===== src/rtl/fetch_ctrl.sv =====
// Fetch-stage front-end sequencer: PC/IR hold, IF/ID kill and PC source select
// from ID decode and hazard inputs, plus saturating redirect/stall counters.
module fetch_ctrl #(
  parameter int LOAD_LAT = 1,
  parameter int LAT_W    = 4,
  parameter int CNT_W    = 16
) (
  input  logic             clk,
  input  logic             reset,
  input  logic             jump_D,
  input  logic             jr_D,
  input  logic             rs_ready_D,
  input  logic             load_use_D,
  input  logic             mem_busy,
  input  logic             cnt_clr,
  output logic             disable_PC,
  output logic             disable_IR,
  output logic             KILL,
  output logic [1:0]       PCsrc,
  output logic             stall_D,
  output logic [1:0]       state,
  output logic [CNT_W-1:0] redirect_cnt,
  output logic [CNT_W-1:0] stall_cnt
);

  localparam logic [1:0] ST_RUN     = 2'b00;
  localparam logic [1:0] ST_STALL   = 2'b01;
  localparam logic [1:0] ST_WAIT_RS = 2'b10;
  localparam logic [1:0] ST_KILLED  = 2'b11;

  localparam logic [1:0] PC_SEQ    = 2'b00;
  localparam logic [1:0] PC_OFFSET = 2'b01;
  localparam logic [1:0] PC_REGRS  = 2'b10;

  localparam logic [LAT_W-1:0] LAT_ONE  = {{(LAT_W-1){1'b0}}, 1'b1};
  localparam logic [LAT_W-1:0] LAT_INIT = LAT_W'(LOAD_LAT - 1);
  localparam logic [CNT_W-1:0] CNT_ONE  = {{(CNT_W-1){1'b0}}, 1'b1};
  localparam logic [CNT_W-1:0] CNT_MAX  = {CNT_W{1'b1}};
  localparam logic [CNT_W-1:0] CNT_ZERO = {CNT_W{1'b0}};

  logic [1:0]       state_q, state_d;
  logic [LAT_W-1:0] lat_q, lat_d;
  logic [CNT_W-1:0] redirect_q, redirect_d;
  logic [CNT_W-1:0] stall_q, stall_d;
  logic             redirect_s;

  // Mealy output decode and next-state selection
  always_comb begin
    state_d    = state_q;
    lat_d      = lat_q;
    redirect_s = 1'b0;
    disable_PC = 1'b0;
    disable_IR = 1'b0;
    KILL       = 1'b0;
    PCsrc      = PC_SEQ;
    stall_D    = 1'b0;
    case (state_q)
      ST_RUN: begin
        if (load_use_D) begin
          disable_PC = 1'b1;
          disable_IR = 1'b1;
          stall_D    = 1'b1;
          // the detection cycle is the first stall cycle
          if (LOAD_LAT > 1) begin
            lat_d   = LAT_INIT;
            state_d = ST_STALL;
          end else begin
            state_d = ST_RUN;
          end
        end else if (jr_D && !rs_ready_D) begin
          disable_PC = 1'b1;
          disable_IR = 1'b1;
          stall_D    = 1'b1;
          state_d    = ST_WAIT_RS;
        end else if (jr_D) begin
          KILL       = 1'b1;
          PCsrc      = PC_REGRS;
          redirect_s = 1'b1;
          state_d    = ST_KILLED;
        end else if (jump_D) begin
          KILL       = 1'b1;
          PCsrc      = PC_OFFSET;
          redirect_s = 1'b1;
          state_d    = ST_KILLED;
        end else begin
          state_d = ST_RUN;
        end
      end
      ST_STALL: begin
        disable_PC = 1'b1;
        disable_IR = 1'b1;
        stall_D    = 1'b1;
        if (lat_q == LAT_ONE) begin
          state_d = ST_RUN;
        end else begin
          lat_d = lat_q - LAT_ONE;
        end
      end
      ST_WAIT_RS: begin
        if (rs_ready_D) begin
          KILL       = 1'b1;
          PCsrc      = PC_REGRS;
          redirect_s = 1'b1;
          state_d    = ST_KILLED;
        end else begin
          disable_PC = 1'b1;
          disable_IR = 1'b1;
          stall_D    = 1'b1;
        end
      end
      ST_KILLED: begin
        state_d = ST_RUN;
      end
      default: begin
        state_d = ST_RUN;
      end
    endcase
    // a memory freeze (or reset) overrides everything and holds all state
    if (!reset || mem_busy) begin
      disable_PC = 1'b1;
      disable_IR = 1'b1;
      KILL       = 1'b0;
      PCsrc      = PC_SEQ;
      stall_D    = 1'b0;
      redirect_s = 1'b0;
      state_d    = state_q;
      lat_d      = lat_q;
    end else begin
      state_d = state_d;
    end
  end

  // Saturating performance counters with synchronous clear priority
  always_comb begin
    redirect_d = redirect_q;
    stall_d    = stall_q;
    if (cnt_clr) begin
      redirect_d = CNT_ZERO;
      stall_d    = CNT_ZERO;
    end else begin
      if (redirect_s && (redirect_q != CNT_MAX)) begin
        redirect_d = redirect_q + CNT_ONE;
      end else begin
        redirect_d = redirect_q;
      end
      if (stall_D && (stall_q != CNT_MAX)) begin
        stall_d = stall_q + CNT_ONE;
      end else begin
        stall_d = stall_q;
      end
    end
  end

  // State, latency and counter registers
  always_ff @(posedge clk or negedge reset) begin
    if (!reset) begin
      state_q    <= ST_RUN;
      lat_q      <= {LAT_W{1'b0}};
      redirect_q <= CNT_ZERO;
      stall_q    <= CNT_ZERO;
    end else begin
      state_q    <= state_d;
      lat_q      <= lat_d;
      redirect_q <= redirect_d;
      stall_q    <= stall_d;
    end
  end

  assign state        = state_q;
  assign redirect_cnt = redirect_q;
  assign stall_cnt    = stall_q;

endmodule


===== config.mk =====
export PLATFORM = sky130hd
export DESIGN_NAME = fetch_ctrl
export DESIGN_NICKNAME = d
export VERILOG_FILES = /design/src/rtl/fetch_ctrl.sv
export SDC_FILE = /design/constraint.sdc
export NUM_CORES = 1
export LEC_CHECK = 0
export CAP_MARGIN = 20
export CORE_MARGIN = 3
export CORE_UTILIZATION = 30
export DETAILED_ROUTE_END_ITERATION = 6
export PLACE_DENSITY_LB_ADDON = 0.1
export SYNTH_ARGS = -nofsm -noshare
export SYNTH_HDL_FRONTEND = slang
export SYNTH_SLANG_ARGS = --single-unit

===== constraint.sdc =====
create_clock -name clk -period 3.5 [get_ports clk]
set_clock_uncertainty 0.2 [all_clocks]
set_input_delay 0.35 -clock clk [delete_from_list [all_inputs] [get_ports clk]]
set_output_delay 0.35 -clock clk [all_outputs]
set_load 0.05 [all_outputs]

After elaboration in Yosys (flattened, before gate mapping) --
Cells that the tools add are included.
Word-level totals: register bits 38, logic and storage cells 59
Operators by class: add/sub/neg operators 3, equality and inequality tests 8, multiplexer cells 31, bitwise logic cells 2, reductions and logical operators 11
Operator list (number):
- $mux W16 | 4
- $add A16 B1 Y16 const B | 2
- $ne A16 B16 Y1 const B | 2
- $mux W2 | 11
- $mux W1 | 12
- $pmux W2 S4 | 1
- $reduce_and A3 Y1 | 2
- $eq A2 B2 Y1 const B | 2
- $eq A4 B1 Y1 const B | 1
- $ne A2 B2 Y1 const B | 2
- $pmux W2 S2 | 1
- $reduce_bool A2 Y1 | 2
- $sub A4 B1 Y4 const B | 1
- $logic_and A1 B1 Y1 | 3
- $pmux W1 S3 | 1
- $eq A2 B1 Y1 const B | 1
- $logic_not A1 Y1 | 2
- $logic_not A2 Y1 | 1
- $not A1 Y1 | 2
- $pmux W1 S2 | 1
- $logic_or A1 B1 Y1 | 1

Longest topological paths before layout --
Gate-level depths: netlist of the first run.
word-level depth 9, gate-level depth with buffers 8, depth with buffers taken out 6

Worst setup path before layout of the first run --
OpenSTA, ideal clock, no wires.
path type flip-flop to flip-flop, from register redirect_q[0] (netlist: redirect_cnt[0]), to register redirect_q[7] (netlist: redirect_cnt[7]), data arrival time 2.278 ns, setup slack 0.897 ns, cell stages (with the launch flop) 7, buffers on the path 0, clock period less this slack 2.603 ns, cell sequence dfrtp_1 ha_1 nand4_1 nor4_2 nor3_1 nand3_1 mux2_2
Between the ends: cells in the longest elaborated chain, start to end 3, elaborated cells between the ends (all ways) 6, classes of those cells 1 x add/sub; 1 x eq/ne; 2 x mux; 2 x reduce/logical
RTL lines:
- start, declared | line 43 | logic [CNT_W-1:0] redirect_q, redirect_d;
- start signal, assigned | line 164 | redirect_q <= redirect_d;
- $add A16 B1 Y16 / $ne A16 B16 Y1 (equally long branches) | line 142, 141
- $mux W16 / $logic_and A1 B1 Y1 (equally long branches) | line 141 | if (redirect_s && (redirect_q != CNT_MAX)) begin
- $mux W16 / $reduce_bool A2 Y1 (equally long branches)
Parallel ways exist; a longest one is shown, timed or not. The select of a mux whose other input is x is not followed. A chain may end at the register's enable or synchronous reset.

Final worst setup path of the first run --
from input port reset, to output port PCsrc[0]
Between the ends: cells in the longest elaborated chain, start to end 3
RTL lines:
- start, declared | line 9 | input logic reset,
- $logic_not A1 Y1 (no source line)
- $logic_or A1 B1 Y1 | line 119 | if (!reset || mem_busy) begin
- $mux W2 | line 119
- end, declared | line 19 | output logic [1:0] PCsrc,
Every way passes these cells.

==> results of run 1 <==
sequential cells by signal, indices dropped and copies added, names as in the netlist:
register      cells
state             2
stall_cnt        16
redirect_cnt     16
lat_q             4
cells in the final DEF (no fill, tap or decap), types with 6 or more instances in the layout:
master and count:
clkdlybuf4s50_1 45, dfrtp_1 38, nor2_1 29, a21oi_1 17, xnor2_1 17, nand3_1 16, nand2_1 14, o21ai_0 10
or3_1 9, nor3_1 8, nor4_1 7, nand4_1 6, clkbuf_8 6
kinds of logic (layout without fill, tap and decap cells):
group                    after synthesis  in the layout  synth area share [%]
AO/OA/AOI/OAI                         38             38                  10.6
XOR/XNOR                              18             18                  7.44
adder cells (fa/ha/maj)                4              4                  2.36
buffers and inverters                 16             65                  3.95
flip-flops                            38             38                  44.9
multiplexers                           3              3                  1.53
AND/OR/NAND/NOR                      114            114                  29.2
cell type report:
cell class	count	area [um^2]	area share (%)
clock buffer	7	86.3	3.10
clock inverter	1	5.00	0.180
inverter	5	18.8	0.675
multi-input combinational	177	1080	39.0
sequential	38	951	34.2
tap	96	120	4.32
timing repair buffer	52	515	18.5
worst max-delay path: stages:
cell and delay (ns):
dlygate4sd3_1 0.52, buf_2 0.36, nor3b_2 0.29, and4_1 0.21, clkdlybuf4s50_1 0.80
power groups by stage:
stage / logic, mW / registers (mW) / clock network (mW)
2_1_floorplan: 0.0842 / 0.500 / 0
3_3_place_gp: 0.166 / 0.476 / 0
3_5_place_dp: 0.166 / 0.475 / 0
4_1_cts: 0.168 / 0.467 / 0.328
5_1_grt: 0.179 / 0.469 / 0.352
6_report: 0.165 / 0.467 / 0.313
final timing paths:
path	endpoint	slack, ns
max	PCsrc[0]	0.42
min	lat_q[3]$_DFFE_PN0P_	0.27
max reg2reg	stall_cnt[13]$_DFFE_PN0P_	1.03
min reg2reg	lat_q[3]$_DFFE_PN0P_	0.27
max in group asynchronous	stall_cnt[4]$_DFFE_PN0P_	2.11
min in group asynchronous	stall_cnt[9]$_DFFE_PN0P_	0.31
metal layers:
layer | wire length, um | GRT usage, %
met5 | 0 | 0
met4 | 32 | 4.21
met3 | 200 | 3.43
met2 | 2280 | 20.2
met1 | 2460 | 17.1
through the flow:
step,utilization [%],cells
after floorplan,-,231
after global placement,39.2,367
after detailed placement,39.2,367
after CTS,40.7,376
after global routing,40.7,376
final,40.7,376
==> tab_implementation.tex, run 1 <==
\begin{tabular}{lr}
\hline
Metric & Value \\
\hline
\multicolumn{2}{l}{\textbf{Power and ir drop}} \\
Pint & 0.662 mW \\
Net switching power figure & 0.283 mW \\
Power after layout & 0.945 mW \\
Clock Power Share & 33.1\% \\
Power density normalized to cell area & 340 nW/um\^{}2 \\
Sequential group share of total power & 49.4\% \\
Standby leakage power & 1.05 nW \\
Sw Share & 29.9\% \\
Worst vdd ir & 0.000114 V \\
Power share of the combinational group & 17.5\% \\
\multicolumn{2}{l}{\textbf{GRT}} \\
Global router's overall resource usage & 12.8\% \\
Total congestion overflow after global routing & 0 \\
Initial antenna violation count & 0 \\
Wire length of the first global-routing pass & 8640 um \\
Number of global-route vias before repair & 1,786 \\
Maximum number of pins on one net before global-route repair & 27 \\
\multicolumn{2}{l}{\textbf{Cells and area}} \\
Ant. Diodes & 0 \\
Post-route cell area & 2780 um\^{}2 \\
Area growth, synth to finish & 31.2\% \\
Final nets & 291 \\
Number of filler instances in the final layout & 693 \\
Fraction of layout instances using a drive strength above 1 & 7.50\% \\
\multicolumn{2}{l}{\textbf{Critical path}} \\
Critical path startpoint & reset \\
CP endpoint kind & primary output \\
Start of the worst register-to-register path & state[1]\$\_DFFE\_PN0P\_ \\
Worst Reg2Reg Path Length in Cells & 5 \\
Critical Path Fanout Max & 17 \\
Crit start category & input port \\
Crit path required time & 2.95 ns \\
Crit path kind & in -> out \\
Arrival time reported for the critical path endpoint & 2.53 ns \\
\multicolumn{2}{l}{\textbf{Routing}} \\
Vias post-DR & 1,830 \\
TritonRoute pass-1 iters & 4 \\
DRC viols & 0 \\
Wire length per cell & 13.2 um \\
Drt first-iter violations & 53 \\
Overall routed net length & 4980 um \\
Antenna Violating Nets Remaining & 0 \\
Via-to-Cell Ratio & 4.87 \\
\multicolumn{2}{l}{\textbf{Clocking}} \\
Resized Gates After CTS & 0 \\
Clock tree from TritonCTS & done \\
Latest clock arrival within the worst-skew pair & 0.29 ns \\
H-Tree Level Count & 2 \\
CTS hold repair buffers & 1 \\
Clock-pin slew of the registers on the worst-case setup and hold paths & 0.07 ns \\
CTS root buf & clkbuf\_8 \\
CTS Buf Count & 5 \\
Post-CTS setup buffer count & 0 \\
TritonCTS Sinks & 38 \\
Max Buffers Root-to-Sink & 2 \\
\multicolumn{2}{l}{\textbf{STA}} \\
Time the worst path needs with I/O delays and setup & 3.08 ns \\
Final hold slack & 0.272 ns \\
Final critical-path setup slack & 0.420 ns \\
Upper clock frequency limit & 0.325 GHz \\
Hold Violations, Final & 0 \\
Final setup fails & 0 \\
Slew headroom & 54.5\% \\
Final slew viol count & 0 \\
Accumulated negative setup slack & 0 ns \\
Measured slew at the worst slew-check pin & 0.683 ns \\
Final critical-path share of the clock period & 88.0\% \\
Setup repair after global routing missed its margin & no \\
\multicolumn{2}{l}{\textbf{Die}} \\
Area enclosed by the die boundary & 8110 um\^{}2 \\
Effective utilization at floorplan & 31.0\% \\
Area of the core region & 6830 um\^{}2 \\
I/O Pins & 48 \\
Horizontal die dimension & 90.1 um \\
Row Count & 30 \\
Die Ht & 90.1 um \\
\multicolumn{2}{l}{\textbf{Synthesis}} \\
Syn Std Cell Area & 2120 um\^{}2 \\
Top cells by instance count after synthesis & 38 x dfrtp\_1, 29 x nor2\_1, 17 x a21oi\_1, 17 x xnor2\_1, 16 x nand3\_1 \\
Sequential area share after synthesis & 44.9\% \\
Mean cell area of the mapped netlist & 9.18 um\^{}2 \\
Portion of synthesized cell area occupied by the leading cell type & 44.9\% \\
Cell type with the highest aggregate area in the netlist & dfrtp\_1 \\
Number of synthesized register bits & 38 \\
Number of synthesized flops with an enable pin & 0 \\
Post-synthesis cell type count & 42 \\
Synthesized net count & 243 \\
Cells taking the most area after synthesis & dfrtp\_1 45\%, xnor2\_1 7.0\%, nor2\_1 5.1\% \\
Most instantiated library cell after synthesis & dfrtp\_1 \\
YS warnings & 0 \\
Gate count of the mapped netlist & 231 \\
Fraction of synthesis flops using an asynchronous set or reset pin & 100\% \\
Top flip-flop cell by instance count after synthesis & dfrtp\_1 \\
\multicolumn{2}{l}{\textbf{Placed design}} \\
GPL Wtd Cong & 0.782 \\
Placement-stage cell area & 2680 um\^{}2 \\
Port Buffer Count & 47 \\
HPWL after detailed placement & 3530 um \\
Minimum setup slack after placement & 0.641 ns \\
\multicolumn{2}{l}{\textbf{Min path}} \\
Worst Hold Path Cells & 1 \\
HP Start & lat\_q[3]\$\_DFFE\_PN0P\_ \\
Classification of the worst-slack hold path & reg -> reg \\
\multicolumn{2}{l}{\textbf{Run status}} \\
Status & completed \\
\multicolumn{2}{l}{\textbf{Job}} \\
Number of maximum-capacitance violations & 0 \\
\hline
\end{tabular}
Power figures use the tool's default switching activity.
==> run 2, diff against run 1 <==
--- a/config.mk
+++ b/config.mk
@@ -6,6 +6,7 @@
 export NUM_CORES = 1
 export LEC_CHECK = 0
 export CAP_MARGIN = 20
+export CORE_ASPECT_RATIO = 0.6
 export CORE_MARGIN = 3
 export CORE_UTILIZATION = 30
 export DETAILED_ROUTE_END_ITERATION = 6
==> tab_implementation.tex, run 2 (same netlist as run 1, synthesis figures left out) <==
\begin{tabular}{lr}
\hline
Metric & Value \\
\hline
\multicolumn{2}{l}{\textbf{Run status}} \\
Status & completed \\
\multicolumn{2}{l}{\textbf{Critical path}} \\
Critical path depth & 5 \\
Last element of the critical path & PCsrc[0] \\
Arrival time reported for the critical path endpoint & 2.37 ns \\
Worst-case register-to-register setup slack & 1.02 ns \\
Worst Reg2Reg Path Length in Cells & 6 \\
Critical path's top delay family & buffers and inverters \\
Series of cell instances along the critical path & dlygate4sd3\_1 > buf\_2 > nor3b\_2 > and4\_1 > clkdlybuf4s50\_1 \\
Start of the worst register-to-register path & redirect\_cnt[0]\$\_DFFE\_PN0P\_ \\
CP bufs+invs & 3 \\
CP endpoint kind & primary output \\
Max incr delay on CP & 0.80 ns \\
Critical Path Fanout Max & 10 \\
Crit path required time & 2.95 ns \\
Endpoint of the lowest-slack register-to-register path & redirect\_cnt[15]\$\_DFFE\_PN0P\_ \\
Crit start category & input port \\
Crit path kind & in -> out \\
Critical path startpoint & reset \\
Worst-path cell with the longest stage delay & clkdlybuf4s50\_1 \\
\multicolumn{2}{l}{\textbf{Clocking}} \\
Latest clock arrival within the worst-skew pair & 0.28 ns \\
Clock-pin slew of the registers on the worst-case setup and hold paths & 0.06 ns \\
TritonCTS Sinks & 38 \\
Max Buffers Root-to-Sink & 2 \\
CTS root buf & clkbuf\_16 \\
CTS Buf Count & 5 \\
Clock tree from TritonCTS & done \\
Resized Gates After CTS & 0 \\
H-Tree Level Count & 2 \\
\multicolumn{2}{l}{\textbf{Routing}} \\
Top Metal Used & met4 \\
Antenna Violating Nets Remaining & 0 \\
Wire length per cell & 14.4 um \\
Drt first-iter violations & 111 \\
Via-to-Cell Ratio & 5.01 \\
Overall routed net length & 5300 um \\
Met2 wirelength from detailed routing & 2070 um \\
Detail Route met3 WL & 324 um \\
TritonRoute pass-1 iters & 4 \\
Post-Route M1 WL & 2870 um \\
Vias post-DR & 1,838 \\
DRC viols & 0 \\
\multicolumn{2}{l}{\textbf{Cells and area}} \\
Area growth, synth to finish & 34.2\% \\
Final nets & 291 \\
Final Non-Filler Cells & 367 \\
Commonest non-fill, non-tap cell in the layout & clkdlybuf4s50\_1 \\
Fraction of layout instances using a drive strength above 1 & 7.86\% \\
Ant. Diodes & 0 \\
Fin util & 42.1\% \\
Top library cells by usage in the layout, fill and taps aside & 45 x clkdlybuf4s50\_1, 38 x dfrtp\_1, 29 x nor2\_1 \\
\multicolumn{2}{l}{\textbf{STA}} \\
Final critical-path setup slack & 0.578 ns \\
Upper clock frequency limit & 0.342 GHz \\
Time the worst path needs with I/O delays and setup & 2.92 ns \\
Final slew viol count & 0 \\
Setup repair after global routing missed its margin & no \\
Measured slew at the worst slew-check pin & 0.694 ns \\
Hold Violations, Final & 0 \\
Final critical-path share of the clock period & 83.5\% \\
Accumulated negative setup slack & 0 ns \\
Slew headroom & 53.7\% \\
Final setup fails & 0 \\
\multicolumn{2}{l}{\textbf{GRT}} \\
Wire length of the first global-routing pass & 8760 um \\
Global router's overall resource usage & 13.4\% \\
Maximum number of pins on one net before global-route repair & 35 \\
Total congestion overflow after global routing & 0 \\
Initial antenna violation count & 0 \\
Number of global-route vias before repair & 1,674 \\
\multicolumn{2}{l}{\textbf{Placed design}} \\
HPWL after detailed placement & 3730 um \\
DP Cell Count & 358 \\
Minimum setup slack after placement & 0.672 ns \\
Port Buffer Count & 47 \\
GPL Wtd Cong & 0.755 \\
\multicolumn{2}{l}{\textbf{Die}} \\
Horizontal die dimension & 115 um \\
Row Count & 23 \\
Area enclosed by the die boundary & 8140 um\^{}2 \\
I/O Pins & 48 \\
Effective utilization at floorplan & 31.3\% \\
Die Ht & 71.1 um \\
Area of the core region & 6760 um\^{}2 \\
\multicolumn{2}{l}{\textbf{Power and ir drop}} \\
Power after layout & 1.15 mW \\
Power density normalized to cell area & 403 nW/um\^{}2 \\
Worst vdd ir & 0.000233 V \\
Standby leakage power & 1.09 nW \\
\multicolumn{2}{l}{\textbf{Min path}} \\
Classification of the worst-slack hold path & in -> async \\
\multicolumn{2}{l}{\textbf{Job}} \\
Number of maximum-capacitance violations & 0 \\
\hline
\end{tabular}
-- run 2: changes by cell type in the layout (fill, tap and decap cells not counted) --
cell / before / now
bufinv_16: 0 / 1
clkbuf_1: 1 / 0
clkbuf_16: 0 / 5
clkbuf_8: 6 / 0
clkinv_2: 1 / 2
-- run 2: cell type report --
class / instances / area [um^2]
Sequential cell: 38 / 951
Multi-Input combinational cell: 177 / 1080
Timing Repair Buffer: 52 / 515
Inverter: 5 / 18.8
Clock buffer: 5 / 125
Tap cell: 87 / 109
Clock inverter: 3 / 40.0
Fill cell: 651 / 3920
-- run 2: worst min path at each step --
stage | startpoint | end | slack [ns] | cells after the start
floorplan | reset | lat_q[0]$_DFFE_PN0P_ | -0.15 | 0
global placement | reset | state[1]$_DFFE_PN0P_ | 0.02 | 1
detailed placement | reset | lat_q[2]$_DFFE_PN0P_ | 0.01 | 1
CTS | reset | state[0]$_DFFE_PN0P_ | 0.27 | 2
global route | reset | state[0]$_DFFE_PN0P_ | 0.27 | 2
finish | reset | state[1]$_DFFE_PN0P_ | 0.25 | 2
-- run 2: what timing repair did --
item	CTS	global route
hold endpoints to repair	6	0
buffers inserted	0	0
hold buffers	1	0
-- run 2: metal layers --
metal / vias to the layer above / global-route usage (%)
li1: 930 / -
met1: 857 / 20.9
met2: 47 / 17.9
met3: 4 / 4.44
met4: 0 / 2.37
met5: - / 0
-- run 2: power by group --
group          total, mW  leakage, nW  switching, mW  internal, mW
clock              0.512       0.0836          0.178         0.334
combinational      0.166        0.484          0.111        0.0547
sequential         0.469        0.521         0.0198         0.449
-- run 2: stage by stage --
| stage | hold slack (ns) | cell area (um^2) |
|---|---|---|
| 2_1_floorplan | -0.146 | 2120 |
| 3_3_place_gp | 0.0228 | 2670 |
| 3_5_place_dp | 0.0142 | 2670 |
| 4_1_cts | 0.267 | 2840 |
| 5_1_grt | 0.270 | 2840 |
| 6_report | 0.251 | 2840 |
